**src/rtl/cmac_accumulator.sv**
```systemverilog
// Complex multiply-accumulate stage: sums N_TERMS complex products,
// shifts, saturates and emits one result per N_TERMS accepted inputs.
module cmac_accumulator #(
    parameter int DATA_W    = 16,
    parameter int FRAC_W    = 12,
    parameter int N_TERMS   = 8,
    parameter int GUARD_W   = 8,
    parameter int OUT_SHIFT = 0
) (
    input  logic                     clk,
    input  logic                     rst,
    input  logic                     in_valid,
    output logic                     in_ready,
    input  logic signed [DATA_W-1:0] in_re,
    input  logic signed [DATA_W-1:0] in_im,
    output logic                     out_valid,
    input  logic                     out_ready,
    output logic signed [DATA_W-1:0] out_re,
    output logic signed [DATA_W-1:0] out_im,
    output logic                     out_sat,
    output logic                     busy
);

    localparam int ACC_W = DATA_W + GUARD_W;
    localparam int CNT_W = (N_TERMS > 1) ? $clog2(N_TERMS) : 1;
    localparam logic [CNT_W-1:0] LAST = CNT_W'(N_TERMS - 1);
    localparam logic signed [ACC_W-1:0] SMAX =
        {{(GUARD_W + 1){1'b0}}, {(DATA_W - 1){1'b1}}};
    localparam logic signed [ACC_W-1:0] SMIN =
        {{(GUARD_W + 1){1'b1}}, {(DATA_W - 1){1'b0}}};

    if (N_TERMS < 1) begin : g_bad_terms
        $error("N_TERMS must be at least 1");
    end
    if ((1 << GUARD_W) < N_TERMS) begin : g_bad_guard
        $error("GUARD_W too small for N_TERMS");
    end
    if (FRAC_W >= DATA_W) begin : g_bad_frac
        $error("FRAC_W must be below DATA_W");
    end

    logic signed [ACC_W-1:0] acc_re;
    logic signed [ACC_W-1:0] acc_im;
    logic signed [ACC_W-1:0] sum_re;
    logic signed [ACC_W-1:0] sum_im;
    logic [DATA_W:0]         res_re;
    logic [DATA_W:0]         res_im;
    logic [CNT_W-1:0]        cnt;
    logic                    last;
    logic                    accept;
    logic                    fire;

    // Returns {clipped, value} after the normalising shift.
    function automatic logic [DATA_W:0] shift_sat(
        input logic signed [ACC_W-1:0] v
    );
        logic signed [ACC_W-1:0] s;
        s = v >>> OUT_SHIFT;
        if (s > SMAX) begin
            return {1'b1, SMAX[DATA_W-1:0]};
        end else if (s < SMIN) begin
            return {1'b1, SMIN[DATA_W-1:0]};
        end
        return {1'b0, s[DATA_W-1:0]};
    endfunction

    assign last     = (cnt == LAST);
    assign fire     = out_valid && out_ready;
    assign in_ready = !rst && !(last && out_valid && !out_ready);
    assign accept   = in_valid && in_ready;
    assign busy     = (cnt != '0);

    assign sum_re = acc_re + {{GUARD_W{in_re[DATA_W-1]}}, in_re};
    assign sum_im = acc_im + {{GUARD_W{in_im[DATA_W-1]}}, in_im};
    assign res_re = shift_sat(sum_re);
    assign res_im = shift_sat(sum_im);

    always_ff @(posedge clk) begin
        if (rst) begin
            acc_re    <= '0;
            acc_im    <= '0;
            cnt       <= '0;
            out_valid <= 1'b0;
            out_re    <= '0;
            out_im    <= '0;
            out_sat   <= 1'b0;
        end else begin
            if (fire) begin
                out_valid <= 1'b0;
            end
            // A last-term accept overrides the drain in the same cycle.
            if (accept) begin
                if (last) begin
                    out_re    <= res_re[DATA_W-1:0];
                    out_im    <= res_im[DATA_W-1:0];
                    out_sat   <= res_re[DATA_W] | res_im[DATA_W];
                    out_valid <= 1'b1;
                    acc_re    <= '0;
                    acc_im    <= '0;
                    cnt       <= '0;
                end else begin
                    acc_re <= sum_re;
                    acc_im <= sum_im;
                    cnt    <= cnt + CNT_W'(1);
                end
            end
        end
    end

endmodule

```
**config.mk**
```make
export PLATFORM = sky130hd
export DESIGN_NAME = cmac_accumulator
export DESIGN_NICKNAME = d
export VERILOG_FILES = /design/src/rtl/cmac_accumulator.sv
export SDC_FILE = /design/constraint.sdc
export NUM_CORES = 1
export LEC_CHECK = 0
export ABC_AREA = 1
export CELL_PAD_IN_SITES_DETAIL_PLACEMENT = 1
export CELL_PAD_IN_SITES_GLOBAL_PLACEMENT = 1
export CORE_AREA = 2 2 126 140
export CTS_BUF_LIST = sky130_fd_sc_hd__clkbuf_4 sky130_fd_sc_hd__clkbuf_8
export CTS_CLUSTER_DIAMETER = 100
export DETAILED_ROUTE_END_ITERATION = 8
export DIE_AREA = 0 0 128 142
export PLACE_DENSITY = 0.81
export SLEW_MARGIN = 25
export SYNTH_ARGS = -nofsm -noshare
export SYNTH_HDL_FRONTEND = slang
export SYNTH_SLANG_ARGS = --single-unit
```
**constraint.sdc**
```tcl
create_clock -name clk -period 5.6 [get_ports clk]
set_input_delay 1.12 -clock clk [delete_from_list [all_inputs] [get_ports clk]]
set_output_delay 1.12 -clock clk [all_outputs]
set_load 0.01 [all_outputs]
```
Yosys cells after proc, flatten, opt, wreduce, memory -nomap -nowiden. Cells that the tools add are included.

Bits in registers: 85. Memories: 0. RAM bits: 0. ROM bits: 0. Word-level logic and storage cells: 42. Input port bits: 36. Latch bits: 0.

Bitwise operators: 1. Equal/unequal tests: 1. Div/mod/pow operators: 0. Order comparisons: 4. Multiplexer cells: 16. Add/sub/neg operators: 3. Reductions and logical operators: 10. Multiply operators: 0. Shifts and indexed selects: 0.

Operator list (number): $mux 17 (6); $add 24x24->24 (2); $gt 24x16->1 const B (2); $lt 24x16->1 const B (2); $mux 24 (2); $mux 1 (7); $logic_and 1x1->1 (5); $add 3x1->3 const B (1); $eq 3x3->1 const B (1); $logic_not 1->1 (3); $mux 3 (1); $reduce_bool 3->1 (1); $reduce_and 2->1 (1); $or 1x1->1 (1).

Depth between registers and ports, before layout.
Word-level depth: 7. Gate-level depth with buffers: 19.

Worst setup path after synthesis. OpenSTA, ideal clock, no wires.

Kind: input -> register. From: input in_im[0]. To: register out_im[10]. Path slack: 2399 ps. Arrival: 3079 ps. Stages: 18. Data required time: 5478 ps. Cell sequence: ha_1 inv_1 fa_1 inv_1 nand3_1 nand3_2 nand2_1 nand2_1 nand2_1 nand3_1 nand2_2 nand2_1 nand2_1 nor2_2 nand3_2 a21oi_4 buf_8 a21oi_2.

Cells in the longest elaborated chain, start to end: 5. Elaborated cells between the ends (all ways): 7. Those cells by class: 1 x add/sub; 2 x order compare; 4 x mux.

RTL lines: start, declared (RTL line 15) `input logic signed [DATA_W-1:0] in_im,`; $add 24x24->24 * (RTL line 74) `assign sum_im = acc_im + {{GUARD_W{in_im[DATA_W-1]}}, in_im};`; $lt 24x16->1 (RTL line 61) `end else if (s < SMIN) begin`; $mux 1 (RTL line 61); $mux 1 (RTL line 59) `if (s > SMAX) begin`; $mux 17 * (RTL line 64) `return {1'b0, s[DATA_W-1:0]};`; end signal, assigned (RTL line 95) `out_im <= res_im[DATA_W-1:0];`; end, declared (RTL line 19) `output logic signed [DATA_W-1:0] out_im,`.

Mark *: on every way between the ends. The rest lies on a longest branch, timed or not. A chain may end at the register's enable or synchronous reset.

Worst setup path in the final report.
From: input in_im[15]. To: register out_im[0].

The elaborated chain is that of the path after synthesis.

==> results.md <==
* Mapped Nets at 1,123
* Grt total ovfl at 0
* Cell variety after synth at 37
* Critical path arrival at 4.22 ns
* Synth top area share at 25.7%
* Pre-antenna DRT Iters at 4
* Path depth of the worst reg2reg path at 9
* Pre-CTS WS at around 1.3 ns
* Layout cell share with drive strength beyond 1 at 9.26%
* DR WL met2 at 11,000 µm
* Status: finished, final reports clean
* Tightest Pin Transition at about 0.94 ns
* Final Skew at around 0.015 ns
* Clk root buf: clkbuf_8
* Metal-1 WL at 9090 µm
* Initial core utilization at between 30% and 40%
* Antenna viol nets, final at 0
* Synth cell count leaders: nand2_1 (375), inv_1 (117), a21oi_1 (100)
* Final period utilization at 70.6%
* Worst-path fanout max at 15
* Hold Path Class: reg2reg
* Synthesized area per cell at 6.39 µm²
* Post_cts resized at 0
* VDD IR max at 0.0000943 V
* CTS clk-pin slew, worst paths at 0.10 ns
* Die W at 128 µm
* Yosys warning count at 0
* CP endpoint kind: flop
* Vias in the first global route at 6,965
* Remaining DRCs at 0
* Clock H-tree levels at 3
* Die footprint at 18,200 µm²
* CTS tree: done
* Row count at 50
* Leak at 3.66 nW
* Final instance area at 7680 µm²
* Layout Nets at 1,183
* Slew HR at between 30% and 40%
* Fill cells at between 2,000 and 2,500
* Num CTS Buffers at 9
* Final Max Slew Viols at 0
* # hold bufs at CTS at 0
* Flops & latches, synth at 85
* DR vias at 6,819
* Die Ht at 142 µm
* # setup viols final at 0
* Final setup margin at 1.65 ns
* # IOs at 72
* MaxCap Viol Count at 0
* P&R area growth vs syn at 15.9%
* Post-Syn Instances at 1,036
* N_diodes at 0
* RSZ-0062 raised after global routing: false
* Final std cells w/o fill at 1,309
* Core area at between 15,000 and 20,000 µm²
* Area contributors post-synth: dfxtp_1 (26%), nand2_1 (21%), ha_1 (9.3%)
* Pwr Density at 217 nW/µm²
* Number of synthesized flops with an enable pin at 0
* Overall power at 1.66 mW
* Post-Place Cell Area at 7490 µm²
* Clock tree buffer depth at 2
* Final TNS setup at 0 ns
* Drt via density at 5.21
* CP required at 5.87 ns
* Main synth FF type: dfxtp_1
* Placed insts at between 1,000 and 1,500
* FFs w/ async S/R, synth at 0%
* Final design utilization at 45.8%
* Largest net degree at the start of global routing at 53
* Maximum clock frequency at 253 MHz
* First-pass GRT wire length at between 30,000 and 40,000 µm
* Antenna violations before repair at 0
* Register area share after synthesis at 25.7%
* Post-CTS setup buffers at 0
* Hpwl dp at 16,800 µm
* Crit path kind: in2reg
* Hold depth at 2
* Final-report hold violation count at 0
* Final min period at 3.95 ns
* IO Port Bufs at 71
* Final hold slack at between 0.4 and 0.5 ns
* Gpl congestion at 0.935
* DRT iter0 DRCs at 249
* Clk_lat worst skew at 0.41 ns
* Worst setup SP type: input port
* Most common cell in the netlist: nand2_1
* Met3 routed WL at 453 µm
* DR WL/cell at between 15 and 20 µm
* Cell taking the most area after synthesis: dfxtp_1
* GRT Util Overall at between 20% and 30%
* WL final at 21,400 µm
* Post-Syn Area at about 6600 µm²
* Clk sinks at 85
* DR top layer: met4
[layout make-up]
| class | count | area, µm² | area share [%] |
|---|---|---|---|
| tap | 208 | 260 | 3.39 |
| inverter | 120 | 450 | 5.86 |
| clock inverter | 7 | 65.1 | 0.847 |
| multi-input combinational | 805 | 4340 | 56.6 |
| timing repair buffer | 75 | 736 | 9.58 |
| sequential | 85 | 1700 | 22.2 |
| clock buffer | 9 | 124 | 1.61 |
[critical path, cell delays in order]
cell and delay (ns):
clkdlybuf4s50_1 0.65, ha_1 0.51, a21oi_1 0.24, o21ai_0 0.16
a21oi_2 0.20, nand3_2 0.20, nand2_1 0.11, nand2_1 0.07
nor2_1 0.16, nand3_2 0.13, a21oi_4 0.53, a21oi_1 0.13
[final timing paths]
check                   from  slack (ns)          to
setup / recovery   in_im[15]        1.65   out_im[0]
hold / removal    out_re[15]        0.47  out_re[15]
setup reg to reg      cnt[0]        2.53  out_re[10]
hold reg to reg   out_re[15]        0.47  out_re[15]
[state kept, by name, indices dropped and copies added, names as in the netlist]
register / flops
out_re: 16
acc_im: 24
acc_re: 24
out_valid: 1
cnt: 3
out_sat: 1
out_im: 16
[routing by layer]
metal / up-vias / GRT usage (%)
li1: 3443 / -
met1: 3241 / 27.5
met2: 96 / 45.1
met3: 39 / 2.89
met4: 0 / 11.0
met5: - / 0
[cells in the final DEF, fill, tap and decap left out, types with 3 or more instances in the layout]
master           instances
inv_1                  116
a21oi_2                 25
clkdlybuf4s50_1         70
nand4_1                 17
a21oi_1                100
o21ai_0                 43
nor3_1                   5
nor2_1                  48
inv_2                    3
nand3_1                 35
dfxtp_1                 85
inv_8                    3
nand2_1                374
xnor2_1                 17
xor2_1                  15
nor2_4                   4
nor2_2                  14
a31oi_1                  4
o21bai_1                 3
nand2_2                 19
buf_4                    4
nand3_2                 10
clkbuf_8                 9
and2_1                   3
ha_1                    49
[report_power, final]
group / total (mW) / switching [mW] / internal [mW]
clock: 0.456 / 0.282 / 0.174
combinational: 0.562 / 0.376 / 0.187
sequential: 0.646 / 0.0157 / 0.630
[cell families after synthesis]
kind of cell | Yosys count | share of synthesized area [%]
simple gates | 535 | 34.8
flops | 85 | 25.7
fa+ha+maj | 51 | 9.86
compound gates | 186 | 16.3
buf+inv | 146 | 8.90
xor+xnor | 33 | 4.48
(Power assumes the default switching activity.)
==> variant 1, RTL diff (same settings) <==
Make the reset (`rst`) asynchronous in one clocked block.
--- a/src/rtl/cmac_accumulator.sv
+++ b/src/rtl/cmac_accumulator.sv
@@ -75,7 +75,7 @@
     assign res_re = shift_sat(sum_re);
     assign res_im = shift_sat(sum_im);
 
-    always_ff @(posedge clk) begin
+    always_ff @(posedge clk or posedge rst) begin
         if (rst) begin
             acc_re    <= '0;
             acc_im    <= '0;
Formal check against the unedited RTL: differs if rst is asserted again (counterexample within 4 cycles, from zero or initial values and one cycle with rst high); with rst held inactive, the same outputs for 4 cycles.
==> variant 1 against the original RTL <==
  * Synthesized cell count shrank 5.0%
  * Cell area grew 4.9%
  * Register-to-register slack lost 280 ps
  * Sequential share of layout area grew 4.3 points
  * Worst setup slack lost 230 ps
  * Wire length shrank 0.81%
  * Sequential cell count is the same
  * Highest routed layer unchanged
  * Synthesized area grew 4.7%
Power is not compared: it rests on default switching activity, and its combinational part moved more than twofold at a synthesized area within 25%.
==> variant 1: results (changes against the original RTL) <==
metric;value;unit;change
wl_met3;547;um;+21%
r2r_slack;2250;ps;-280 ps
crit_family;simple AND/OR/NAND/NOR gates;;
grtUsageMet3;0.03308;;+0.004135
grt_pass1_vias;6972;;+0.10%
cp_max_fo;11;;-4
synth-xor-area-share;0.03895;;-0.005805
synthTopCellsByArea;dfrtp_1 (31%), nand2_1 (17%), ha_1 (8.8%), inv_1 (8.3%), a22o_1 (3.7%);;
hp-start;acc_im[18];;
outcome;complete, no violations;;
nFillCells;2195;;-2.9%
num_vias;6521;;-4.4%
arrival;4490;ps;+270 ps
r2r_end;out_sat;;
grt_pass1_wl;34610;um;-0.14%
drive_gt1_frac;0.1153;;+0.02267
m1WireLength;8796;um;-3.2%
fin_cells;1266;;-3.3%
gr-usage-met2;0.4728;;+0.02139
whs;499.0;ps;+25.53 ps
rr_worst_depth;19;;+10
syn_area_per_cell;7.051;um2;+10%
dp_hpwl;16410;um;-2.3%
synth_cell_types;41;;+11%
place_area;7851;um2;+4.8%
drt-initial-drc-count;306;;+23%
worstMarginPinSlew;987.8;ps;+48.73 ps
gr-usage-all-layers;0.2432;;+0.0007884
use_met1;0.2723;;-0.002706
synth_common_cells;nand2_1 (309), inv_1 (154), dfrtp_1 (85);;
routed_wl;21180;um;-0.81%
grt_max_degree;54;;+1.9%
## variant 1: changes by cell type after synthesis, sizes merged, moves of 22 or more
cell / delta
dfxtp: -85
o21ai: -22
inv: +37
a22o: +29
or2: +31
nand2: -53
dfrtp: +85
a21oi: -86
## variant 1: worst max-delay path by stage
stage / startpoint / slack (ps) / to / cells past startpoint
finish: in_im[0] / 1420 / out_sat / 20
global route: in_im[0] / 1150 / out_sat / 20
CTS: in_im[0] / 1460 / out_sat / 20
detailed placement: in_im[0] / 1050 / out_sat / 20
global placement: in_im[0] / 1060 / out_sat / 20
floorplan: rst / 2290 / acc_im[0] / 1
## variant 1: cell type report
class / count / area share
sequential: 85 / 0.2641
clock buffer: 10 / 0.01709
inverter: 157 / 0.07348
tap: 208 / 0.03231
clock inverter: 6 / 0.007923
multi-input combinational: 725 / 0.5131
timing repair buffer: 75 / 0.09197
==> variant 2, RTL diff (config.mk and constraints unchanged) <==
Without the edit above. Change the parameter `GUARD_W` from 8 to 9.
--- a/src/rtl/cmac_accumulator.sv
+++ b/src/rtl/cmac_accumulator.sv
@@ -4,7 +4,7 @@
     parameter int DATA_W    = 16,
     parameter int FRAC_W    = 12,
     parameter int N_TERMS   = 8,
-    parameter int GUARD_W   = 8,
+    parameter int GUARD_W   = 9,
     parameter int OUT_SHIFT = 0
 ) (
     input  logic                     clk,
Check against the original RTL: same outputs for any inputs over 4 cycles, from zero or initial values and one cycle with rst high; that may be too few to reach the edited logic, so the function may still have changed.
==> variant 2 against the original RTL <==
  * Global-route usage rose by 1.2 points
  * Hold slack improved by 1.3 ps
  * Synthesized area grew 4.5%
  * Sequential share of layout area fell by 0.39 points
  * Register-to-register slack worse by 90 ps
  * Worst setup slack lost 160 ps
  * Die area is the same
  * Final cell count increased by 5.0%
  * Wire length increased by 4.8%
  * Cell area increased by 4.2%
  * Total power is 6.9% higher
  * Sequential cell count increased by 2
  * Synthesized cell count up 6.5%
==> variant 2: results (changes against the original RTL) <==
metric;value;unit;change
grt_max_degree;55;;+3.8%
critPathMaxStageDelay;690;ps;+40 ps
syn-num-nets;1192;;+6.1%
yosys.area_share.adder;0.09794;;-0.0006436
place_area;7780;um2;+3.8%
rr_worst_depth;17;;+8
outcome;complete, no violations;;
clkSinkCount;87;;+2.4%
synth_cell_types;40;;+8.1%
syn_inst;1103;;+6.5%
num-multi-input-gates;849;;+5.5%
dp_hpwl;17620;um;+4.8%
p_leak;3.821;nW;+4.4%
place_inst;1358;;+5.0%
hold_end;acc_im[14];;
synth_compound_area_frac;0.1428;;-0.01985
gr-usage-all-layers;0.2547;;+0.01229
inv_count;140;;+17%
finalInstanceArea;8001;um2;+4.2%
nets;1250;;+5.7%
drt-initial-drc-count;283;;+14%
viasPerCell;5.203;;-0.12%
top_regs;acc_im x25, acc_re x25;;
multi_input_area_share;0.5654;;about the same
r2r_end;out_re[1];;
grt_pass1_wl;36400;um;+5.0%
globalplace.congestion;0.8961;;-4.1%
p_seq;0.000662;W;+2%
[variant 2: changes by cell type in the layout (fill, tap and decap cells not counted), moves of 5 or more]
| cell | change |
|---|---|
| inv_1 | +18 |
| nand2_1 | +14 |
| nand2_2 | +13 |
| nand3_1 | +20 |
| nand3_2 | -6 |
| nand4_1 | -5 |
| nor2_1 | +19 |
| o21ai_0 | -5 |
| xnor2_1 | -5 |
[variant 2: routing by layer]
metal	vias to the layer above	global-route usage	share of wire
met5	-	0	0
met4	0	0.1203	0.041
met3	50	0.02782	0.018
met2	116	0.4911	0.53
met1	3368	0.2749	0.41
li1	3615	-	-
[variant 2: worst max path at each step]
stage	from	to	slack [ps]	depth (start not counted)
5_1_grt	in_re[15]	out_re[0]	1190	12
3_5_place_dp	in_re[15]	out_re[0]	1080	12
4_1_cts	in_re[15]	out_re[3]	1520	12
6_report	in_re[15]	out_re[1]	1490	12
2_1_floorplan	in_re[0]	out_re[10]	2450	18
3_3_place_gp	in_re[15]	out_re[4]	1190	12
